$ cat src/rtl/keypad_scanner.sv
// 4x4 matrix keypad scanner: one active-low column at a time,
// rows synchronized, debounced across whole scans, one pulse per press.
module keypad_scanner #(
    parameter int SCAN_DIV       = 50000,
    parameter int DEBOUNCE_SCANS = 4
) (
    input  logic       clk,
    input  logic       rst_n,
    input  logic [3:0] row,
    output logic [3:0] col,
    output logic [3:0] key,
    output logic       key_valid,
    output logic       key_held
);

    localparam int DW = $clog2(SCAN_DIV);
    localparam int CW = $clog2(DEBOUNCE_SCANS + 1);

    localparam logic [DW-1:0] DIV_LAST = DW'(SCAN_DIV - 1);
    localparam logic [DW-1:0] DIV_ONE  = DW'(1);
    localparam logic [CW-1:0] CNT_MAX  = CW'(DEBOUNCE_SCANS);
    localparam logic [CW-1:0] CNT_ONE  = CW'(1);

    localparam logic [1:0] S_IDLE    = 2'd0;
    localparam logic [1:0] S_CAND    = 2'd1;
    localparam logic [1:0] S_PRESSED = 2'd2;
    localparam logic [1:0] S_RELEASE = 2'd3;

    logic [DW-1:0] div_q, div_d;
    logic [1:0]    sel_q, sel_d;
    logic [3:0]    col_q, col_d;
    logic [3:0]    sync1_q, sync1_d;
    logic [3:0]    sync2_q, sync2_d;
    logic          acc_vld_q, acc_vld_d;
    logic [3:0]    acc_code_q, acc_code_d;
    logic [1:0]    state_q, state_d;
    logic [CW-1:0] cnt_q, cnt_d;
    logic [3:0]    cand_q, cand_d;
    logic [3:0]    key_q, key_d;
    logic          key_valid_q, key_valid_d;
    logic          key_held_q, key_held_d;

    logic          wrap;
    logic          scan_done;
    logic          hit;
    logic [1:0]    hit_row;
    logic          res_vld;
    logic [3:0]    res_code;

    assign wrap      = (div_q == DIV_LAST);
    assign scan_done = wrap && (sel_q == 2'd3);
    assign hit       = ~&sync2_q;

    always_comb begin
        hit_row = 2'd0;
        if (!sync2_q[0])      hit_row = 2'd0;
        else if (!sync2_q[1]) hit_row = 2'd1;
        else if (!sync2_q[2]) hit_row = 2'd2;
        else if (!sync2_q[3]) hit_row = 2'd3;
    end

    // Column 3 is sampled on the same cycle the scan completes,
    // so its hit is merged in combinationally.
    assign res_vld  = acc_vld_q || (wrap && hit);
    assign res_code = acc_vld_q ? acc_code_q : {hit_row, sel_q};

    always_comb begin
        div_d   = wrap ? '0 : div_q + DIV_ONE;
        sel_d   = wrap ? sel_q + 2'd1 : sel_q;
        col_d   = ~(4'b0001 << sel_d);
        sync1_d = row;
        sync2_d = sync1_q;
    end

    always_comb begin
        acc_vld_d  = acc_vld_q;
        acc_code_d = acc_code_q;
        if (scan_done) begin
            acc_vld_d = 1'b0;
        end else if (wrap && hit && !acc_vld_q) begin
            acc_vld_d  = 1'b1;
            acc_code_d = {hit_row, sel_q};
        end
    end

    always_comb begin
        state_d     = state_q;
        cnt_d       = cnt_q;
        cand_d      = cand_q;
        key_d       = key_q;
        key_valid_d = 1'b0;
        key_held_d  = key_held_q;
        if (scan_done) begin
            unique case (state_q)
                S_IDLE: begin
                    if (res_vld) begin
                        if (CNT_MAX == CNT_ONE) begin
                            key_d       = res_code;
                            key_valid_d = 1'b1;
                            key_held_d  = 1'b1;
                            state_d     = S_PRESSED;
                        end else begin
                            cand_d  = res_code;
                            cnt_d   = CNT_ONE;
                            state_d = S_CAND;
                        end
                    end
                end
                S_CAND: begin
                    if (!res_vld) begin
                        state_d = S_IDLE;
                    end else if (res_code == cand_q) begin
                        cnt_d = cnt_q + CNT_ONE;
                        if (cnt_q + CNT_ONE == CNT_MAX) begin
                            key_d       = cand_q;
                            key_valid_d = 1'b1;
                            key_held_d  = 1'b1;
                            state_d     = S_PRESSED;
                        end
                    end else begin
                        cand_d = res_code;
                        cnt_d  = CNT_ONE;
                    end
                end
                S_PRESSED: begin
                    if (!res_vld) begin
                        if (CNT_MAX == CNT_ONE) begin
                            key_held_d = 1'b0;
                            state_d    = S_IDLE;
                        end else begin
                            cnt_d   = CNT_ONE;
                            state_d = S_RELEASE;
                        end
                    end else if (res_code != key_q) begin
                        cnt_d   = '0;
                        state_d = S_RELEASE;
                    end
                end
                S_RELEASE: begin
                    if (!res_vld) begin
                        cnt_d = cnt_q + CNT_ONE;
                        if (cnt_q + CNT_ONE == CNT_MAX) begin
                            key_held_d = 1'b0;
                            state_d    = S_IDLE;
                        end
                    end else if (res_code == key_q) begin
                        state_d = S_PRESSED;
                    end else begin
                        cnt_d = '0;
                    end
                end
                default: state_d = S_IDLE;
            endcase
        end
    end

    always_ff @(posedge clk or negedge rst_n) begin
        if (!rst_n) begin
            div_q       <= '0;
            sel_q       <= 2'd0;
            col_q       <= 4'b1110;
            sync1_q     <= 4'hF;
            sync2_q     <= 4'hF;
            acc_vld_q   <= 1'b0;
            acc_code_q  <= 4'h0;
            state_q     <= S_IDLE;
            cnt_q       <= '0;
            cand_q      <= 4'h0;
            key_q       <= 4'h0;
            key_valid_q <= 1'b0;
            key_held_q  <= 1'b0;
        end else begin
            div_q       <= div_d;
            sel_q       <= sel_d;
            col_q       <= col_d;
            sync1_q     <= sync1_d;
            sync2_q     <= sync2_d;
            acc_vld_q   <= acc_vld_d;
            acc_code_q  <= acc_code_d;
            state_q     <= state_d;
            cnt_q       <= cnt_d;
            cand_q      <= cand_d;
            key_q       <= key_d;
            key_valid_q <= key_valid_d;
            key_held_q  <= key_held_d;
        end
    end

    assign col       = col_q;
    assign key       = key_q;
    assign key_valid = key_valid_q;
    assign key_held  = key_held_q;

endmodule
$ cat config.mk
export PLATFORM = sky130hd
export DESIGN_NAME = keypad_scanner
export DESIGN_NICKNAME = d
export VERILOG_FILES = /design/src/rtl/keypad_scanner.sv
export SDC_FILE = /design/constraint.sdc
export NUM_CORES = 1
export LEC_CHECK = 0
export CAP_MARGIN = 20
export CORE_MARGIN = 5
export CORE_UTILIZATION = 50
export DETAILED_ROUTE_END_ITERATION = 16
export HOLD_SLACK_MARGIN = 0.08
export PLACE_DENSITY_LB_ADDON = 0.2
export SYNTH_ARGS = -nofsm -noshare
export SYNTH_HDL_FRONTEND = slang
export SYNTH_SLANG_ARGS = --single-unit
$ cat constraint.sdc
create_clock -name clk -period 6.57 [get_ports clk]
set_clock_uncertainty 0.1 [all_clocks]
set_input_delay 1.314 -clock clk [delete_from_list [all_inputs] [get_ports clk]]
set_output_delay 1.314 -clock clk [all_outputs]
set_load 0.02 [all_outputs]
==> results of run 1 <==
## state kept, by name, indices dropped and copies added, names as in the netlist, 3 cells and up, named ones only
signal	count
div_q	16
acc_code_q	4
cand_q	4
col	4
key	4
sync1_q	4
sync2_q	4
cnt_q	3
## per-stage QoR
step                  util  area (um^2)  hold slack (ps)
floorplan                -         2333            245.2
global placement    0.5687         2527            245.6
detailed placement  0.5687         2527            246.8
CTS                 0.5949         2644            260.2
global route        0.5949         2644            262.3
finish              0.5949         2644            258.8
## cells in the final DEF (no fill, tap or decap), types with 7 or more instances in the layout
cell / count
clkdlybuf4s50_1: 14
dfrtp_1: 39
dfstp_2: 11
inv_1: 7
mux2_2: 9
nand2_1: 26
nand3_1: 7
nor2_1: 13
o21ai_0: 9
xnor2_1: 12
xor2_1: 9
## worst max-delay path: stages, from the launching register on
cell	delay, ps
dfrtp_1	420
or4_4	590
nor4_4	620
a21oi_2	280
or3_4	470
a21oi_2	120
mux2_1	330
## area by class of cell
| type | count | area share |
|---|---|---|
| flip-flops and latches | 50 | 0.4785 |
| multi-input cells | 150 | 0.3852 |
| repair buffers | 16 | 0.05774 |
| clock buffers | 7 | 0.04070 |
| well taps | 52 | 0.02461 |
| inverters | 7 | 0.009938 |
| clock inverters | 1 | 0.003313 |
## per-layer routing
metal,wire (um),GRT usage
met1,2048,0.2091
met2,1699,0.2089
met3,159,0.04462
met4,65,0.05594
met5,0,0
## cells by family (layout without fill, tap and decap cells)
kind of cell    after synthesis  count (layout)
fa+ha+maj                     4               4
flops                        50              50
mux                          14              14
xor+xnor                     21              21
buf+inv                      13              31
compound gates               28              28
simple gates                 83              83
## synth_stat cells, drive strengths merged (4+ instances only)
library cell	number
nand2	26
nand4	6
ha	4
inv	7
nor3	6
and3	5
dfrtp	39
a21oi	6
xor2	9
mux2	10
dfstp	11
nor2	14
or3	4
xnor2	12
mux2i	4
nand3	7
o21ai	9
clkbuf	5
## final timing paths
path | from | to | slack [ps]
min | sync1_q[1] | sync2_q[1] | 260
min reg2reg | sync1_q[1] | sync2_q[1] | 260
min in group asynchronous | rst_n | key_valid | 1000
max | div_q[11] | cand_q[3] | 3530
max reg2reg | div_q[11] | cand_q[3] | 3530
max in group asynchronous | rst_n | sel_q[0] | 4960
## power groups by stage
| stage | clock, W | sequential (W) | combinational (W) |
|---|---|---|---|
| floorplan | 0 | 0.000319 | 0.00000581 |
| global placement | 0 | 0.000319 | 0.0000158 |
| detailed placement | 0 | 0.000319 | 0.0000160 |
| CTS | 0.000220 | 0.000313 | 0.0000160 |
| global route | 0.000234 | 0.000314 | 0.0000178 |
| finish | 0.000211 | 0.000313 | 0.0000152 |
==> results.sh, run 1 <==
export IMPL_grt_max_degree=51
export IMPL_dieHeight_um=78.32
export IMPL_synth_simple_area_share=0.1925
export IMPL_p_seq_frac=0.580
export IMPL_critical_path_class="flip-flop to flip-flop"
export IMPL_period_minus_slack_ps=3044
export IMPL_cts_sink_count=50
export IMPL_cp_end_kind="flip-flop"
export IMPL_relSlewSlack=0.4661
export IMPL_swShare=0.2086
export IMPL_muxShareOfSynthArea=0.06542
export IMPL_hp_class="flip-flop to flip-flop"
export IMPL_grt_pass1_wl_um=7038
export IMPL_cts_root_buf="clkbuf_8"
export IMPL_ctsResizeCount=0
export IMPL_register_area_um2=1265
export IMPL_worstSkewPairLatency_ps=310
export IMPL_ctsHoldBuffers=0
export IMPL_path_clk_slew_ps=100
export IMPL_die_area_um2=6133
export IMPL_floorplan_initialDensity=0.5251
export IMPL_slew_viol_final=0
export IMPL_synth_cell_types=43
export IMPL_io_buffers=15
export IMPL_worst_r2r_path_depth=6
export IMPL_syn_inst=213
export IMPL_synth_edff_count=0
export IMPL_vias=1538
export IMPL_synth_compound_area_frac=0.07828
export IMPL_remaining_drc_errors=0
export IMPL_pin_count=16
export IMPL_drt_total_wl_um=3973
export IMPL_crit_fanout=14
export IMPL_antennaDiodeCount=0
export IMPL_cap_violations=0
export IMPL_ys_warn_count=0
export IMPL_cts_buffers=5
export IMPL_dp_cells=275
export IMPL_globalplace_congestion=0.7867
export IMPL_status="finished, final reports clean"
export IMPL_yosysTopAreaCell="dfrtp_1"
export IMPL_hpwl_um=2798
export IMPL_syn_nets=223
export IMPL_grt_pass1_vias=1432
export IMPL_dr_pass1_iters=5
export IMPL_internal_power_w=0.0004272
export IMPL_cts_tree="built"
export IMPL_cts_htree_levels=2
export IMPL_yosys_area_top_type_share=0.4182
export IMPL_setup_tns_ps=0
export IMPL_track_usage=0.1464
export IMPL_antenna_found_initial=0
export IMPL_nFillCells=381
export IMPL_ys_seq_area_frac=0.5421
export IMPL_finalNonFillerCells=283
export IMPL_antenna_left=0
export IMPL_coreArea_um2=4444
export IMPL_p_leak_nw=1.169
export IMPL_fmax_mhz=328.5
export IMPL_rsz0062_at_grt="no"
export IMPL_post_cts_buffers=0
export IMPL_drtIter0Drc=55
export IMPL_die_w_um=78.32
export IMPL_synth_adder_area_share=0.02145
export IMPL_power_density_nw_per_um2=204.2
export IMPL_clockBufferDepth=2
export IMPL_cp_required_ps=6670
export IMPL_worstPathArrival_ps=3140
export IMPL_multi_input_area_um2=1018
export IMPL_post_drt_wl_per_cell_um=14.04
export IMPL_whs_path_depth=0
export IMPL_std_cell_rows=24
export IMPL_p_comb_frac=0.028
export IMPL_cp_start_kind="flip-flop"
export IMPL_synth_area_leaders="dfrtp_1 (42%), dfstp_2 (12%), xnor2_1 (4.5%), mux2_2 (4.3%), nand2_1 (4.2%)"
export IMPL_clkPwrFrac=0.391
export IMPL_hold_violations=0
export IMPL_synth_xor_area_frac=0.07882
export IMPL_ys_flop_type="dfrtp_1"
export IMPL_yosys_register_bits=50
export IMPL_synth_top_family_by_area="simple AND/OR/NAND/NOR gates"
export IMPL_power_w=0.0005399
export IMPL_worst_pin_slew_ps=794.9
export IMPL_peakVddDrop_mv=0.1619
export IMPL_syn_area_um2=2333
export IMPL_area_growth_pct=13.30
export IMPL_finalSetupViolations=0
export IMPL_final_nets=240
export IMPL_timing_final_ws_setup_ps=3526
export IMPL_drive_gt1_frac=0.1688
export IMPL_syn_area_per_cell_um2=10.96
export IMPL_vias_per_cell=5.435
export IMPL_switchingPower_w=0.0001126
export IMPL_dp_slack_ps=3544
export IMPL_grt_ovfl_total=0
export IMPL_ys_async_sr_fraction=1.000
export IMPL_fin_crit_sh=0.4634
No activity file was read; power rests on OpenSTA's default activity.
==> run 2: changes to the inputs <==
==> constraint.sdc (replaced) <==
create_clock -name clk -period 2.6 [get_ports clk]
set_clock_uncertainty 0.1 [all_clocks]
set_input_delay 0.52 -clock clk [delete_from_list [all_inputs] [get_ports clk]]
set_output_delay 0.52 -clock clk [all_outputs]
set_load 0.02 [all_outputs]
==> results.sh, run 2 (same netlist as run 1, synthesis figures left out) <==
export IMPL_crit_buf_inv=0
export IMPL_cts_buffers=5
export IMPL_pin_count=16
export IMPL_die_w_um=78.32
export IMPL_io_buffers=15
export IMPL_finalNonFillerCells=291
export IMPL_relSlewSlack=0.5822
export IMPL_vias=1551
export IMPL_ctsHoldBuffers=0
export IMPL_final_nets=248
export IMPL_std_cell_rows=24
export IMPL_worst_r2r_path_depth=5
export IMPL_worst_pin_slew_ps=626.7
export IMPL_crit_path_frequent_cell="or4_4"
export IMPL_path_clk_slew_ps=100
export IMPL_setup_tns_ps=0
export IMPL_cpPeakStageDelay_ps=590
export IMPL_post_cts_buffers=0
export IMPL_hp_class="input pin to async pin"
export IMPL_status="finished, final reports clean"
export IMPL_grt_max_degree=51
export IMPL_cts_tree="built"
export IMPL_register_area_um2=1265
export IMPL_grt_ovfl_total=0
export IMPL_cp_start_kind="flip-flop"
export IMPL_floorplan_initialDensity=0.5251
export IMPL_slew_viol_final=0
export IMPL_nFillCells=396
export IMPL_dieHeight_um=78.32
export IMPL_clockBufferDepth=2
export IMPL_antenna_left=0
export IMPL_r2r_slack_ps=60
export IMPL_crit_fanout=5
export IMPL_area_growth_pct=15.66
export IMPL_grt_pass1_vias=1551
export IMPL_globalplace_congestion=0.8064
export IMPL_multi_input_area_um2=1018
export IMPL_drt_total_wl_um=4107
export IMPL_post_drt_wl_per_cell_um=14.11
export IMPL_fin_crit_sh=0.9754
export IMPL_cpLargestDelayFamily="simple AND/OR/NAND/NOR gates"
export IMPL_crit_chain="or4_4 > or4_4 > or3_4 > a21oi_2 > mux2_1"
export IMPL_cp_end_kind="flip-flop"
export IMPL_p_leak_nw=1.207
export IMPL_ctsResizeCount=0
export IMPL_peakVddDrop_mv=0.3172
export IMPL_largest_reg_flops=16
export IMPL_finalSetupViolations=0
export IMPL_track_usage=0.1498
export IMPL_worstSkewPairLatency_ps=310
export IMPL_cp_required_ps=2700
export IMPL_period_minus_slack_ps=2536
export IMPL_fmax_mhz=394.3
export IMPL_cts_htree_levels=2
export IMPL_power_density_nw_per_um2=503.7
export IMPL_worst_path_max_delay_cell="or4_4"
export IMPL_cp_depth=5
export IMPL_drtIter0Drc=41
export IMPL_cap_violations=0
export IMPL_cts_sink_count=50
export IMPL_worstPathArrival_ps=2630
export IMPL_cts_root_buf="clkbuf_8"
export IMPL_power_w=0.001360
export IMPL_dp_cells=283
export IMPL_rr_endpoint="cand_q[3]"
export IMPL_fin_util=0.6073
export IMPL_antennaDiodeCount=0
export IMPL_r2r_start="div_q[11]"
export IMPL_antenna_found_initial=0
export IMPL_die_area_um2=6133
export IMPL_regMostFlops="div_q"
export IMPL_critical_path_class="flip-flop to flip-flop"
export IMPL_vias_per_cell=5.330
export IMPL_rsz0062_at_grt="no"
export IMPL_grt_pass1_wl_um=7307
export IMPL_hpwl_um=2923
export IMPL_hold_violations=0
export IMPL_dr_pass1_iters=4
export IMPL_mostFrequentLayoutCells="dfrtp_1 (39), nand2_1 (26), clkdlybuf4s50_1 (14), nor2_1 (13), xnor2_1 (12)"
export IMPL_remaining_drc_errors=0
export IMPL_mostFrequentLayoutCell="dfrtp_1"
export IMPL_coreArea_um2=4444
export IMPL_drive_gt1_frac=0.1967
## run 2: power breakdown
part,switching (W),internal [W]
clock,0.000270,0.000255
sequential,0.00000322,0.000789
combinational,0.0000266,0.0000159
total,0.000300,0.00106
## run 2: routing by layer
layer,track usage,vias to the layer above,share of wire
met1,0.2034,729,0.50
li1,-,798,-
met4,0.05245,0,0.014
met5,0,-,0
met3,0.04005,6,0.031
met2,0.2329,18,0.46
## run 2: metrics by stage
stage	setup WS (ps)	area [um^2]	hold slack, ps
after floorplan	118.1	2333	124.4
after global placement	110.1	2587	245.7
after detailed placement	61.44	2587	246.8
after CTS	52.97	2699	229.5
after global routing	6.426	2699	263.7
final	63.88	2699	197.0
## run 2: worst max-delay path by stage
stage | startpoint | end | slack, ps
after floorplan | div_q[11] | cand_q[3] | 120
after global placement | div_q[11] | cand_q[3] | 110
after detailed placement | div_q[11] | cand_q[3] | 60
after CTS | div_q[11] | cand_q[3] | 50
after global routing | div_q[11] | cand_q[3] | 6
final | div_q[11] | cand_q[3] | 60
## run 2: worst register-to-register path: cells and delay by family (launching register included)
kind / cells / cell delay (ps)
AND/OR/NAND/NOR: 3 / 1460
AO/OA/AOI/OAI: 1 / 110
multiplexers: 1 / 330
flip-flops: 1 / 420
## run 2: area by class of cell
| type | count | share of cell area |
|---|---|---|
| clock buffers | 6 | 0.03477 |
| inverters | 7 | 0.009736 |
| repair buffers | 24 | 0.07881 |
| flip-flops and latches | 50 | 0.4687 |
| clock inverters | 2 | 0.006490 |
| well taps | 52 | 0.02411 |
| multi-input cells | 150 | 0.3774 |
